File: src/rtl/seq_shift_add_mult.sv
// Sequential shift-add multiplier: one multiplier bit per RUN cycle, WIDTH RUN cycles per product.
// Optional signed mode is compiled in with the SIGNED_MULT_EN macro (adds the sgn_i port).
module seq_shift_add_mult #(
  parameter int unsigned WIDTH = 8
) (
  input  logic                 clk_i,
  input  logic                 rst_i,
  input  logic                 start_i,
  input  logic [WIDTH-1:0]     a_i,
  input  logic [WIDTH-1:0]     b_i,
`ifdef SIGNED_MULT_EN
  input  logic                 sgn_i,
`endif
  output logic                 busy_o,
  output logic                 done_o,
  output logic [2*WIDTH-1:0]   product_o
);

  localparam int unsigned CntW = $clog2(WIDTH + 1);

  typedef enum logic [1:0] {StIdle, StRun, StDone} state_e;

  state_e               state_q, state_d;
  logic [WIDTH-1:0]     a_q, a_d;
  logic [2*WIDTH-1:0]   acc_q, acc_d;
  logic [2*WIDTH-1:0]   prod_q, prod_d;
  logic [CntW-1:0]      cnt_q, cnt_d;

`ifdef SIGNED_MULT_EN
  logic sgn_q, sgn_d;
`else
  logic sgn_q;
  assign sgn_q = 1'b0;
`endif

  logic               last_step;
  logic [WIDTH:0]     upper_ext, a_ext, sum;
  logic [2*WIDTH-1:0] step_acc;

  // The multiplier lives in the low half of the accumulator: each shift consumes one
  // multiplier bit at acc[0] and frees room for one product bit at the top of the low half.
  always_comb begin
    last_step = (cnt_q == CntW'(WIDTH - 1));
    upper_ext = {sgn_q & acc_q[2*WIDTH-1], acc_q[2*WIDTH-1:WIDTH]};
    a_ext     = {sgn_q & a_q[WIDTH-1], a_q};
    sum       = upper_ext;
    if (acc_q[0]) begin
      // In two's complement the multiplier MSB carries weight -2^(WIDTH-1).
      if (sgn_q && last_step) sum = upper_ext - a_ext;
      else                    sum = upper_ext + a_ext;
    end
    step_acc  = {sum, acc_q[WIDTH-1:1]};
  end

  always_comb begin
    state_d = state_q;
    a_d     = a_q;
    acc_d   = acc_q;
    prod_d  = prod_q;
    cnt_d   = cnt_q;
`ifdef SIGNED_MULT_EN
    sgn_d   = sgn_q;
`endif
    unique case (state_q)
      StIdle: begin
        if (start_i) begin
          state_d = StRun;
          a_d     = a_i;
          acc_d   = {{WIDTH{1'b0}}, b_i};
          cnt_d   = '0;
`ifdef SIGNED_MULT_EN
          sgn_d   = sgn_i;
`endif
        end
      end
      StRun: begin
        acc_d = step_acc;
        cnt_d = cnt_q + CntW'(1);
        if (last_step) begin
          state_d = StDone;
          prod_d  = step_acc;
        end
      end
      StDone: begin
        state_d = StIdle;
      end
      default: begin
        state_d = StIdle;
      end
    endcase
  end

  always_ff @(posedge clk_i) begin
    if (rst_i) begin
      state_q <= StIdle;
      a_q     <= '0;
      acc_q   <= '0;
      prod_q  <= '0;
      cnt_q   <= '0;
    end else begin
      state_q <= state_d;
      a_q     <= a_d;
      acc_q   <= acc_d;
      prod_q  <= prod_d;
      cnt_q   <= cnt_d;
    end
  end

`ifdef SIGNED_MULT_EN
  always_ff @(posedge clk_i) begin
    if (rst_i) sgn_q <= 1'b0;
    else       sgn_q <= sgn_d;
  end
`endif

  assign busy_o    = (state_q != StIdle);
  assign done_o    = (state_q == StDone);
  assign product_o = prod_q;

endmodule

File: config.mk
export PLATFORM = sky130hd
export DESIGN_NAME = seq_shift_add_mult
export DESIGN_NICKNAME = d
export VERILOG_FILES = /design/src/rtl/seq_shift_add_mult.sv
export SDC_FILE = /design/constraint.sdc
export NUM_CORES = 1
export LEC_CHECK = 0
export BUFFER_PORTS_ARGS = -buffer_cell sky130_fd_sc_hd__buf_2
export CAP_MARGIN = 25
export CORE_MARGIN = 1
export CORE_UTILIZATION = 35
export DETAILED_ROUTE_END_ITERATION = 10
export GPL_ROUTABILITY_DRIVEN = 0
export SKIP_LAST_GASP = 1
export SLEW_MARGIN = 5
export SYNTH_ARGS = -nofsm -noshare
export SYNTH_HDL_FRONTEND = slang
export SYNTH_SLANG_ARGS = --single-unit
File: constraint.sdc
create_clock -name clk_i -period 1.96 [get_ports clk_i]
set_clock_uncertainty 0.1 [all_clocks]
set_input_delay 0.294 -clock clk_i [delete_from_list [all_inputs] [get_ports clk_i]]
set_output_delay 0.294 -clock clk_i [all_outputs]
set_load 0.02 [all_outputs]
==> summary.md <==
### Clock network
- 5 — number of CTS-inserted buffers
- 0.30 ns — insertion delay of the later-clocked pin in the worst-skew pair
- sky130_fd_sc_hd__clkbuf_8 — cell at the root of the clock tree
- 46 — total clock sinks
- 0 — hold buffer count at cts
- 0.10 ns — Worst-path clk slew
- 2 — Max clock buf depth
- yes — clock tree from TritonCTS
- 2 — H-tree levels

### Global route
- 8183 microns — global-route wire length before repair
- 0 — number of antenna violations at the first check in global routing
- 16.32% — global-route total usage across every layer
- 27 — pin count of the biggest net entering global routing
- 1,818 — via count of the first global-routing pass
- 0 — Remaining Overflow, GRT

### STA
- 101.5% — final clock period utilization by the worst path
- 1.989 ns — post-route minimum period
- 0 — max-slew violations
- -0.02946 ns — Setup TNS
- 0.1301 ns — worst hold slack
- 68.05% — headroom to the max-slew limit
- true — setup repair after global routing missed its margin
- 1 — Setup Viol. Count Final
- 0.4792 ns — Tightest Pin Transition
- 0.5026 GHz — FMAX
- -0.02946 ns — slack of the critical path
- 0 — Final Hold Violating Endpoints

### Worst setup path
- flop — kind of capture point of the worst setup path
- 2.10 ns — arrival time reported for the critical path endpoint
- 0.34 ns — Max stage delay on crit path
- sky130_fd_sc_hd__dfxtp_2 — slowest stage cell, crit path
- flop — kind of start point of the critical path
- 2 — worst-path fanout max
- flop to flop — Crit Path Class
- ha_4 > fa_2 > a21o_1 > a221oi_2 > xnor2_1 > nand2_1 > a311oi_1 — critical-path cell list
- 7 — R2R depth
- 2.07 ns — CP required

### Placement
- -0.06203 ns — worst slack, placed
- 2439 sq um — dpl cell area
- 3356 microns — detailed placement HPWL
- 36 — number of input and output port buffers inserted

### Power
- 483.9 uW — reported net switching power
- 37.7% — Clock power frac
- 10.9% — Gate power share
- 733.5 nW/um^2 — power density of the placed cells
- 347.2 uV — Peak supply drop
- 1429 uW — internal power
- 25.30% — switching fraction of total power
- 51.4% — power share of the sequential group
- 0.001082 uW — leakage power summed over all cells

### Cells and area
- 923.4 sq um — sequential cell area
- 0 — antenna diode count
- 579 — fillers
- 1146 sq um — Multi-input gate area
- 23.53% — area added between synthesis and finish
- 324 — nets@finish
- 2608 sq um — Final Instance Area
- 26.01% — fraction of final layout cells with drive strength greater than 1

### Logic synthesis
- 43.63% — fraction of the yosys area taken by sequential cells
- 42 — Cell variety after synth
- 0% — async set or reset register ratio after synthesis
- 46 — #FFs+latches synth
- 0 — number of enable flip-flop cells after synthesis
- simple AND/OR/NAND/NOR gates — main combinational cell family by area after synthesis
- 280 — Mapped Nets
- 251 — Post-Synthesis Cells
- 2.075% — share of the synthesized netlist area taken by xor and xnor gates
- sky130_fd_sc_hd__dfxtp_1 — predominant post-synthesis flop cell
- 21.28% — simple-gate share of the synthesized area
- 2111 sq um — synthesized area
- 8.409 sq um — synthesized area divided by synthesized cell count
- 20.33% — fraction of the mapped netlist area in compound gates
- 6.283% — post-synthesis adder-cell area fraction
- 2.371% — multiplexer share of the synthesized area
- 0 — Synthesis Warnings

### Route
- 1,865 — routed via count
- 4766 microns — total routed wirelength
- 0 — Antenna Violating Nets Remaining
- 5.068 — via count normalized by instance count
- 12.95 microns — drt wl/cell
- 4 — Pre-Repair DR Iteration Count
- 0 — DRC violation count after routing
- 83 — Starting DRT DRC Count

### Floorplanning
- 79.66 microns — die outline height
- 6346 sq um — die outline area
- 37 — number of top-level pins
- 5675 sq um — standard cell core area
- 37.19% — effective utilization at floorplan
- 79.66 microns — x dimension of the die
- 27 — cell row count

### Outcome
- negative setup slack — violations in the final reports
- finished with violations — result of the run

### Hold path
- input pin to flop — type of the most critical hold path
- 3 — depth of the worst hold-timing path

### Flow run
- 0 — # Max-Cap Violations

==> routing by layer <==
layer  part of all wire (%)  global-route usage, %  vias up
met5                      0                      0        -
met4                   0.44                  4.364        0
met3                    3.6                  3.314        2
met2                     47                  27.26       33
met1                     49                  21.20      864
li1                       -                      -      966
==> flip-flops by register name (all words and copies together), names as in the netlist <==
name       flops
acc_q         16
product_o     16
a_q            8
cnt_q          4
state_q        2
==> area by class of cell <==
cell class	instances	share of cell area, %
clock inverters	3	1.679
flip-flops and latches	46	35.41
clock buffers	5	2.639
repair buffers	54	12.57
inverters	2	0.2879
multi-input cells	186	43.95
well taps	72	3.455
==> cells in the mapped netlist (all sizes together) (3+ instances only) <==
cell type,n,share of area (%)
a211oi,5,1.8
a21o,3,1.1
a21oi,35,8.3
a22oi,7,2.5
a31oi,3,0.89
buf,9,2.3
clkbuf,8,1.4
dfxtp,46,44
ha,9,5.3
mux2i,5,2.4
nand2,50,8.9
nand3,6,1.4
nand3b,3,1.1
nand4b,3,1.2
nor2,25,4.9
xnor2,4,1.7
==> worst paths after layout <==
kind,startpoint,end,slack (ns)
worst max register to register,acc_q[8],product_o[13],-0.03
worst min register to register,product_o[5],product_o[5],0.36
worst max-delay path,acc_q[8],product_o[13],-0.03
worst min-delay path,a_i[2],a_q[2],0.13
==> cell families (layout without fill, tap and decap cells) <==
family                   Yosys count  in the layout
AND/OR/NAND/NOR                   98             98
AO/OA/AOI/OAI                     68             68
flip-flops                        46             46
buffers and inverters             19             64
adder cells (fa/ha/maj)           10             10
XOR/XNOR                           5              5
multiplexers                       5              5
==> power groups by stage <==
stage / Clock (uW) / Combinational (uW) / Sequential [uW]
floorplan: 0 / 137 / 998
global placement: 0 / 205 / 1000
detailed placement: 0 / 206 / 1000
CTS: 742 / 208 / 983
global route: 784 / 234 / 988
finish: 721 / 208 / 984
==> per-stage QoR <==
stage / utilization (%) / instances / power, uW
after floorplan: - / 251 / 1135
after global placement: 42.97 / 358 / 1209
after detailed placement: 42.97 / 358 / 1211
after CTS: 45.13 / 367 / 1932
after global routing: 45.94 / 368 / 2006
final: 45.94 / 368 / 1913
==> timing repair <==
action,CTS,global route
buffers inserted,1,1
gates resized for setup,1,8
hold endpoints to repair,0,0
endpoints found under the setup margin,1,8
pin swaps,4,4
gates cloned,0,0
==> layout by cell type, fill, tap and decap left out, drive strengths merged, types with 2 or more instances in the layout <==
master	instances
buf	54
nand2	50
dfxtp	46
a21oi	35
nor2	25
ha	9
a22oi	7
nand3	6
mux2i	5
clkbuf	5
a211oi	5
xnor2	4
nand3b	3
a21o	3
nand4b	3
a31oi	3
inv	3
nor2b	2
nand2b	2
o41ai	2
o31ai	2
a311oi	2
o21ai	2
a221oi	2
o22ai	2
==> critical path, delay by kind of cell, from the launching register on <==
family,cells,cell delay (ns)
compound gates,3,0.71
xor+xnor,1,0.18
fa+ha+maj,2,0.49
flops,1,0.34
simple gates,1,0.08
Power figures use the tool's default switching activity.
